## src/rtl/intr_req_ctrl_if.sv

```systemverilog
// Fetch-stage interrupt handshake bundle.
// master: the interrupt request controller.
// slave:  the fetch-stage control unit.
interface intr_req_ctrl_if;
    logic stall_in;
    logic fetch_busy;
    logic int_clr;
    logic rti_retire;
    logic intr;
    logic in_isr;
    logic pending;
    logic ack_err;

    modport master (
        input  stall_in,
        input  fetch_busy,
        input  int_clr,
        input  rti_retire,
        output intr,
        output in_isr,
        output pending,
        output ack_err
    );

    modport slave (
        output stall_in,
        output fetch_busy,
        output int_clr,
        output rti_retire,
        input  intr,
        input  in_isr,
        input  pending,
        input  ack_err
    );
endinterface

```

## src/rtl/intr_req_ctrl.sv

```systemverilog
// Initiator side of the fetch-stage interrupt handshake.
// Synchronises irq_in, latches a request as pending, raises intr only at a safe
// fetch boundary, holds it until int_clr, then masks requests until RTI retires.
// Optional build macro INTR_DROP_CNT_EN adds the drop_cnt output counting
// discarded or merged request events.
module intr_req_ctrl #(
    parameter int SYNC_STAGES = 2,
    parameter bit EDGE_MODE   = 1'b1,
    parameter int ACK_TIMEOUT = 15
) (
    input  logic            clk,
    input  logic            reset,
    input  logic            irq_in,
    intr_req_ctrl_if.master bus
`ifdef INTR_DROP_CNT_EN
    ,
    output logic [7:0]      drop_cnt
`endif
);

    typedef enum logic [1:0] {
        S_IDLE = 2'd0,
        S_PEND = 2'd1,
        S_REQ  = 2'd2,
        S_ISR  = 2'd3
    } state_t;

    localparam logic [7:0] ACK_LIMIT = 8'(ACK_TIMEOUT);

    state_t                 state_q, state_d;
    logic [SYNC_STAGES-1:0] sync_q, sync_d;
    logic                   irq_hist_q, irq_hist_d;
    logic [7:0]             tmo_cnt_q, tmo_cnt_d;
    logic                   intr_q, intr_d;
    logic                   pending_q, pending_d;
    logic                   in_isr_q, in_isr_d;
    logic                   ack_err_q, ack_err_d;
    logic                   irq_s;
    logic                   req_evt;
    logic [7:0]             tmo_inc;

    assign irq_s   = sync_q[SYNC_STAGES-1];
    assign req_evt = EDGE_MODE ? (irq_s & ~irq_hist_q) : irq_s;

    // Shift the pin through the synchroniser and remember the last synchronised value.
    always_comb begin
        sync_d     = {sync_q[SYNC_STAGES-2:0], irq_in};
        irq_hist_d = irq_s;
    end

    // Handshake sequencing: idle -> pending -> request -> handler -> idle.
    always_comb begin
        state_d = state_q;
        case (state_q)
            S_IDLE: if (req_evt) state_d = S_PEND;
            S_PEND: if (!bus.stall_in && !bus.fetch_busy) state_d = S_REQ;
            S_REQ:  if (bus.int_clr) state_d = S_ISR;
            S_ISR:  if (bus.rti_retire) state_d = S_IDLE;
            default: state_d = S_IDLE;
        endcase
    end

    // Acknowledge timeout: count cycles spent in S_REQ and latch a sticky error.
    always_comb begin
        tmo_inc   = (tmo_cnt_q == 8'hFF) ? tmo_cnt_q : tmo_cnt_q + 8'd1;
        tmo_cnt_d = tmo_cnt_q;
        ack_err_d = ack_err_q;
        if (state_q != S_REQ && state_d == S_REQ) begin
            tmo_cnt_d = 8'd0;
        end else if (state_q == S_REQ) begin
            tmo_cnt_d = tmo_inc;
            if (!bus.int_clr && tmo_inc == ACK_LIMIT) begin
                ack_err_d = 1'b1;
            end
        end
    end

    // Outputs are registered decodes of the next state so they never glitch.
    always_comb begin
        intr_d    = (state_d == S_REQ);
        pending_d = (state_d == S_PEND);
        in_isr_d  = (state_d == S_ISR);
    end

    // State, synchroniser and output registers.
    always_ff @(posedge clk or negedge reset) begin
        if (!reset) begin
            state_q    <= S_IDLE;
            sync_q     <= '0;
            irq_hist_q <= 1'b0;
            tmo_cnt_q  <= 8'd0;
            intr_q     <= 1'b0;
            pending_q  <= 1'b0;
            in_isr_q   <= 1'b0;
            ack_err_q  <= 1'b0;
        end else begin
            state_q    <= state_d;
            sync_q     <= sync_d;
            irq_hist_q <= irq_hist_d;
            tmo_cnt_q  <= tmo_cnt_d;
            intr_q     <= intr_d;
            pending_q  <= pending_d;
            in_isr_q   <= in_isr_d;
            ack_err_q  <= ack_err_d;
        end
    end

    assign bus.intr    = intr_q;
    assign bus.pending = pending_q;
    assign bus.in_isr  = in_isr_q;
    assign bus.ack_err = ack_err_q;

`ifdef INTR_DROP_CNT_EN
    logic       drop_cond;
    logic       drop_cond_q, drop_cond_d;
    logic [7:0] drop_cnt_q, drop_cnt_d;

    assign drop_cond = req_evt & (state_q != S_IDLE);

    // Count each entry into the discard/merge condition once, saturating at 255.
    always_comb begin
        drop_cond_d = drop_cond;
        drop_cnt_d  = drop_cnt_q;
        if (drop_cond && !drop_cond_q && drop_cnt_q != 8'hFF) begin
            drop_cnt_d = drop_cnt_q + 8'd1;
        end
    end

    // Drop counter registers.
    always_ff @(posedge clk or negedge reset) begin
        if (!reset) begin
            drop_cond_q <= 1'b0;
            drop_cnt_q  <= 8'd0;
        end else begin
            drop_cond_q <= drop_cond_d;
            drop_cnt_q  <= drop_cnt_d;
        end
    end

    assign drop_cnt = drop_cnt_q;
`else
    // Drop counting is not built in this configuration.
`endif

endmodule
```

## src/flat_wrapper.sv

```systemverilog
// flat-port wrapper written by rule: the top's interface ports become plain ports
module intr_req_ctrl_flat 
#(
    parameter int SYNC_STAGES = 2,
    parameter bit EDGE_MODE   = 1'b1,
    parameter int ACK_TIMEOUT = 15
)
  (clk, reset, irq_in, bus_stall_in, bus_fetch_busy, bus_int_clr, bus_rti_retire, bus_intr, bus_in_isr, bus_pending, bus_ack_err);
  intr_req_ctrl_if bus_i ();
  input  logic clk;
  input  logic reset;
  input  logic irq_in;
  input wire logic [$bits(bus_i.stall_in)-1:0] bus_stall_in;
  input wire logic [$bits(bus_i.fetch_busy)-1:0] bus_fetch_busy;
  input wire logic [$bits(bus_i.int_clr)-1:0] bus_int_clr;
  input wire logic [$bits(bus_i.rti_retire)-1:0] bus_rti_retire;
  output wire logic [$bits(bus_i.intr)-1:0] bus_intr;
  output wire logic [$bits(bus_i.in_isr)-1:0] bus_in_isr;
  output wire logic [$bits(bus_i.pending)-1:0] bus_pending;
  output wire logic [$bits(bus_i.ack_err)-1:0] bus_ack_err;
  assign bus_i.stall_in = bus_stall_in;
  assign bus_i.fetch_busy = bus_fetch_busy;
  assign bus_i.int_clr = bus_int_clr;
  assign bus_i.rti_retire = bus_rti_retire;
  assign bus_intr = bus_i.intr;
  assign bus_in_isr = bus_i.in_isr;
  assign bus_pending = bus_i.pending;
  assign bus_ack_err = bus_i.ack_err;
  intr_req_ctrl #(.SYNC_STAGES(SYNC_STAGES), .EDGE_MODE(EDGE_MODE), .ACK_TIMEOUT(ACK_TIMEOUT)) u_core (.clk(clk), .reset(reset), .irq_in(irq_in), .bus(bus_i));
endmodule
```

## config.mk

```make
export PLATFORM = sky130hd
export DESIGN_NAME = intr_req_ctrl_flat
export DESIGN_NICKNAME = d
export VERILOG_FILES = /design/src/rtl/intr_req_ctrl_if.sv /design/src/rtl/intr_req_ctrl.sv /design/src/flat_wrapper.sv
export SDC_FILE = /design/constraint.sdc
export NUM_CORES = 1
export LEC_CHECK = 0
export CORE_MARGIN = 2
export CORE_UTILIZATION = 50
export DETAILED_ROUTE_END_ITERATION = 12
export PLACE_DENSITY = 0.73
export SETUP_SLACK_MARGIN = 0.05
export SYNTH_ARGS = -nofsm -noshare
export SYNTH_HDL_FRONTEND = slang
export SYNTH_SLANG_ARGS = --single-unit
```

## constraint.sdc

```tcl
create_clock -name clk -period 2.01 [get_ports clk]
set_input_delay 0.402 -clock clk [delete_from_list [all_inputs] [get_ports clk]]
set_output_delay 0.402 -clock clk [all_outputs]
set_load 0.01 [all_outputs]
```

# Word-level counts from Yosys, hierarchy flattened
# Index checks and enable logic that the tools add are counted.
# op_classes
addsub,1
multipliers,0
div_mod_pow,0
order_cmp,0
n_eq_ne,9
shifts,0
n_mux,8
bitwise_logic,3
reduce_logical,9
# ops
operator,n
8-bit 2-to-1 mux,3
8-bit by 1-bit adder with 8-bit output (second input constant),1
2-bit equality test (second input constant),4
8-bit by 4-bit equality test with 1-bit output (second input constant),1
8-bit equality test (second input constant),1
2-bit 2-to-1 mux,4
2-bit case mux with 4 select lines,1
2-bit by 1-bit equality test with 1-bit output (second input constant),2
1-bit logical AND,3
1-bit logical NOT,3
3-bit AND reduction,1
2-bit logical NOT,1
2-bit inequality test (second input constant),1
1-bit inverter,2
2-bit nonzero test,1
1-bit AND,1
# word_totals
reg_bits,17
latch_bits,0
mem_bits_rw,0
mem_bits_ro,0
out_inout_bits,4
elab_cells,38
n_memories,0

# Logic depth before layout (Yosys ltp)
# logic_depth
word_depth,8
depth_mapped,5
ltp_nobuf,5

# Least setup slack after synthesis
# OpenSTA, ideal clock, no wires.
# synth_path
path_kind,flip-flop to flip-flop
from,register u_core.tmo_cnt_q[0]
to,register u_core.ack_err_q (netlist: u_core.bus.ack_err)
setup_time_ns,0.095
arrival_time_ns,1.398
t_required_ns,1.915
slack_ns,0.516
stages_incl_launch_ff,6
path_buffers,0
synth_period_minus_slack_ns,1.494
path_cell_list,dfrtp_1 -> ha_1 -> and2_2 -> a21oi_1 -> o221ai_1 -> o31ai_1
# synth_between
elab_chain_cells,5
elab_cells_between_ends,6
# synth_rtl
element,line,source
start: declaration,intr_req_ctrl.sv:33,"logic [7:0] tmo_cnt_q, tmo_cnt_d;"
start signal: assignment,intr_req_ctrl.sv:100,tmo_cnt_q <= tmo_cnt_d;
8-bit by 1-bit adder with 8-bit output / 8-bit equality test (equally long branches),intr_req_ctrl.sv:65,tmo_inc = (tmo_cnt_q == 8'hFF) ? tmo_cnt_q : tmo_cnt_q + 8'd1;
8-bit 2-to-1 mux (*),intr_req_ctrl.sv:65,
8-bit by 4-bit equality test with 1-bit output (*),intr_req_ctrl.sv:72,if (!bus.int_clr && tmo_inc == ACK_LIMIT) begin
1-bit logical AND (*),intr_req_ctrl.sv:72,
3-bit AND reduction (no line) (*),n/a,
end signal: assignment,intr_req_ctrl.sv:104,ack_err_q <= ack_err_d;
end: declaration,intr_req_ctrl.sv:37,"logic ack_err_q, ack_err_d;"
# Mark *: on every way between the ends. The rest lies on a longest branch, timed or not.
# A chain may end at the register's enable or synchronous reset.

# Worst setup path after layout
# Same ends and word-level chain as after synthesis.

==> impl_metrics.py <==
metrics = {
    "floorplanning": {
        "core-area_sq_mm": 0.00171,
        "die_x_microns": 46.2,
        "die_h_microns": 46.2,
        "pin_count": 11,
        "start_util_pct": 52.1,
        "row_count": 15,
        "die-area_sq_mm": 0.00213,
    },
    "logic_synthesis": {
        "synth_commonest_cells": "17 x dfrtp_1, 6 x nand2_1, 5 x a211oi_1, 5 x a31oi_1, 4 x a21oi_1",
        "synth_ff_type": "dfrtp_1",
        "synthArstFlopShare_pct": 100,
        "syn-cell-area_sq_um": 890,
        "synth_edf_count": 0,
        "syn_inst": 88,
        "synth_nets": 96,
        "synth_seq_cells": 17,
        "synth_top_area_cell": "dfrtp_1",
        "synth_most_common_cell": "dfrtp_1",
        "synthTopCellsByArea": "dfrtp_1 48%, a211oi_1 4.2%, a31oi_1 3.5%",
        "synthDistinctLibCells": 39,
        "synth_warnings": 0,
        "syn_avg_cell_area_sq_um": 10.1,
        "netlist.area_leader.share_pct": 47.8,
        "yosysSeqAreaShare_pct": 47.8,
    },
    "pwr": {
        "p_switching_uw": 402,
        "clockPowerShare_pct": 16.9,
        "max-vdd-ir-drop_mv": 0.714,
        "leakage_nw": 0.428,
        "cellPowerDensity_mw_per_mm2": 1060,
        "intPower_uw": 699,
        "swShare_pct": 36.5,
        "power_mw": 1.10,
        "combPwrFrac_pct": 35.3,
        "power_frac_seq_pct": 47.8,
    },
    "route": {
        "dr_total_vias": 724,
        "drt-wirelength-per-cell_microns": 14.1,
        "dr.pass1.iters": 4,
        "routed_via_density": 5.79,
        "drc": 0,
        "dr.first_iter.drc_count": 19,
        "drt_wl_total_microns": 1760,
        "ant_nets": 0,
    },
    "global_routing": {
        "grt.busiest_layer": "met2",
        "antenna_found_initial": 0,
        "grt_max_degree": 18,
        "track_usage_pct": 19.6,
        "grt_pass1_wl_microns": 2910,
        "grt_pass1_vias": 655,
        "grt-ovfl-total": 0,
        "grt_util_met2_pct": 29.7,
        "use_met1_pct": 26.1,
        "use_met3_pct": 5.10,
    },
    "final_layout": {
        "regArea_sq_um": 425,
        "drive_gt1_share_pct": 10.0,
        "antenna_cells": 0,
        "nets": 109,
        "multiInputGateArea_sq_um": 428,
        "syn_to_final_growth_pct": 16.6,
        "fillCellCount": 158,
    },
    "critical_path": {
        "crit_family": "compound AO/OA/AOI/OAI gates",
        "critPathLaunchType": "flop",
        "crit_type": "flop to flop",
        "cpPeakStageDelay_ps": 460,
        "crit_arrival_ps": 1940,
        "path_buf_inv": 0,
        "r2r-start": "u_core.tmo_cnt_q[0]",
        "critPathMaxFanout": 7,
        "path_cells": "ha_1, and2_2, a21oi_1, o221ai_1, o31ai_1",
        "cp_slowest_cell": "dfrtp_1",
        "cp.required_ps": 2220,
        "startpoint": "u_core.tmo_cnt_q[0]",
        "crit_path_end_kind": "flop",
    },
    "sta": {
        "hold_slack_ps": 367,
        "finalCritPeriodShare_pct": 86.1,
        "setup-violations-final": 0,
        "min_period_ps": 1730,
        "worst_pin_slew_ps": 468,
        "skew_ps": 2.74,
        "fmax_mhz": 578,
        "finalHoldViolations": 0,
        "finalSetupTns_ps": 0,
        "rsz0062_at_grt": "no",
        "slew_headroom_pct": 68.8,
        "slew_violations": 0,
    },
    "clock_tree": {
        "cts_sinks": 17,
        "holdBufCountCts": 0,
        "cts.clk_slew.worst_paths_ps": 100,
        "cts_buffer_depth": 2,
        "clk-insertion-delay-late_ps": 290,
        "cts_setup_buffers": 0,
        "cts_root_buf": "clkbuf_4",
        "cts_resized": 0,
        "htree_levels": 1,
        "cts_buffers": 3,
        "cts_tree": "built",
    },
    "place": {
        "port_buffers": 10,
        "gp_congestion": 0.771,
        "hpwl_microns": 1240,
    },
    "run": {
        "maxCapViolCount": 0,
    },
    "outcome": {
        "status": "finished, final reports clean",
    },
    "worst_hold_path": {
        "hold_path.startpoint": "u_core.sync_q[0]",
        "hold_class": "flop to flop",
    },
}
==> registers in the layout, summed over array words and instances, names as in the netlist <==
name and count:
u_core.state_q 2, u_core.bus.ack_err 1, u_core.bus.pending 1, u_core.tmo_cnt_q 8, u_core.bus.intr 1, u_core.irq_hist_q 1
u_core.sync_q 2, u_core.bus.in_isr 1
==> logic make-up after synthesis <==
group / share of synthesized area [%]
and+or+nand+nor: 23.1
AOI/OAI and AO/OA: 21.4
DFF: 47.8
buffers and inverters: 4.08
muxes: 2.25
adders and majority gates: 1.41
==> placed cells by master, fill, tap and decap left out, types with 2 or more instances in the layout <==
cell | netlist | final
a31oi_1 | 5 | 5
inv_1 | 3 | 3
clkbuf_4 | 0 | 3
and2_1 | 3 | 3
nor4_1 | 2 | 2
nand3_1 | 3 | 3
nor3_1 | 2 | 2
o21ai_0 | 2 | 2
clkdlybuf4s50_1 | 0 | 10
buf_4 | 0 | 2
a21boi_0 | 3 | 3
a211oi_1 | 5 | 5
dfrtp_1 | 17 | 17
nor2_1 | 3 | 3
a21oi_1 | 4 | 4
nor3b_1 | 2 | 2
mux2i_1 | 2 | 2
nand2_1 | 6 | 6
nor2b_1 | 3 | 3
==> layout make-up <==
| cell class | count | area share (%) |
|---|---|---|
| inverter | 3 | 1.09 |
| clock buffer | 4 | 2.53 |
| sequential | 17 | 41.0 |
| timing repair buffer | 12 | 11.1 |
| multi-input combinational | 64 | 41.3 |
| tap | 25 | 3.02 |
==> final timing paths <==
| path | depth (start not counted) | slack, ps | endpoint |
|---|---|---|---|
| max | 5 | 280 | u_core.bus.ack_err |
| min | 0 | 370 | u_core.sync_q[1] |
| max reg2reg | 5 | 280 | u_core.bus.ack_err |
| min reg2reg | 0 | 370 | u_core.sync_q[1] |
| max in group asynchronous | 2 | 1400 | u_core.state_q[1] |
| min in group asynchronous | 2 | 420 | u_core.tmo_cnt_q[0] |
==> metrics by stage <==
| step | cells | worst slack (ps) | instance area, sq um | utilization [%] |
|---|---|---|---|---|
| finish | 125 | 280 | 1040 | 60.7 |
| floorplan | 88 | 516 | 890 | - |
| CTS | 125 | 295 | 1040 | 60.7 |
| global route | 125 | 148 | 1040 | 60.7 |
| global placement | 121 | 327 | 1010 | 59.2 |
| detailed placement | 121 | 291 | 1010 | 59.2 |
==> power by group through the flow <==
stage	Combinational (mW)	Clock [mW]	Sequential, mW
2_1_floorplan	0.306	0	0.489
3_3_place_gp	0.380	0	0.527
3_5_place_dp	0.390	0	0.528
4_1_cts	0.392	0.188	0.522
5_1_grt	0.433	0.207	0.541
6_report	0.389	0.186	0.526
==> metal layers <==
metal | wire, microns | vias up
li1 | - | 357
met3 | 82 | 5
met2 | 800 | 21
met4 | 35 | 0
met1 | 842 | 341
met5 | 0 | -
(Power assumes the default switching activity.)
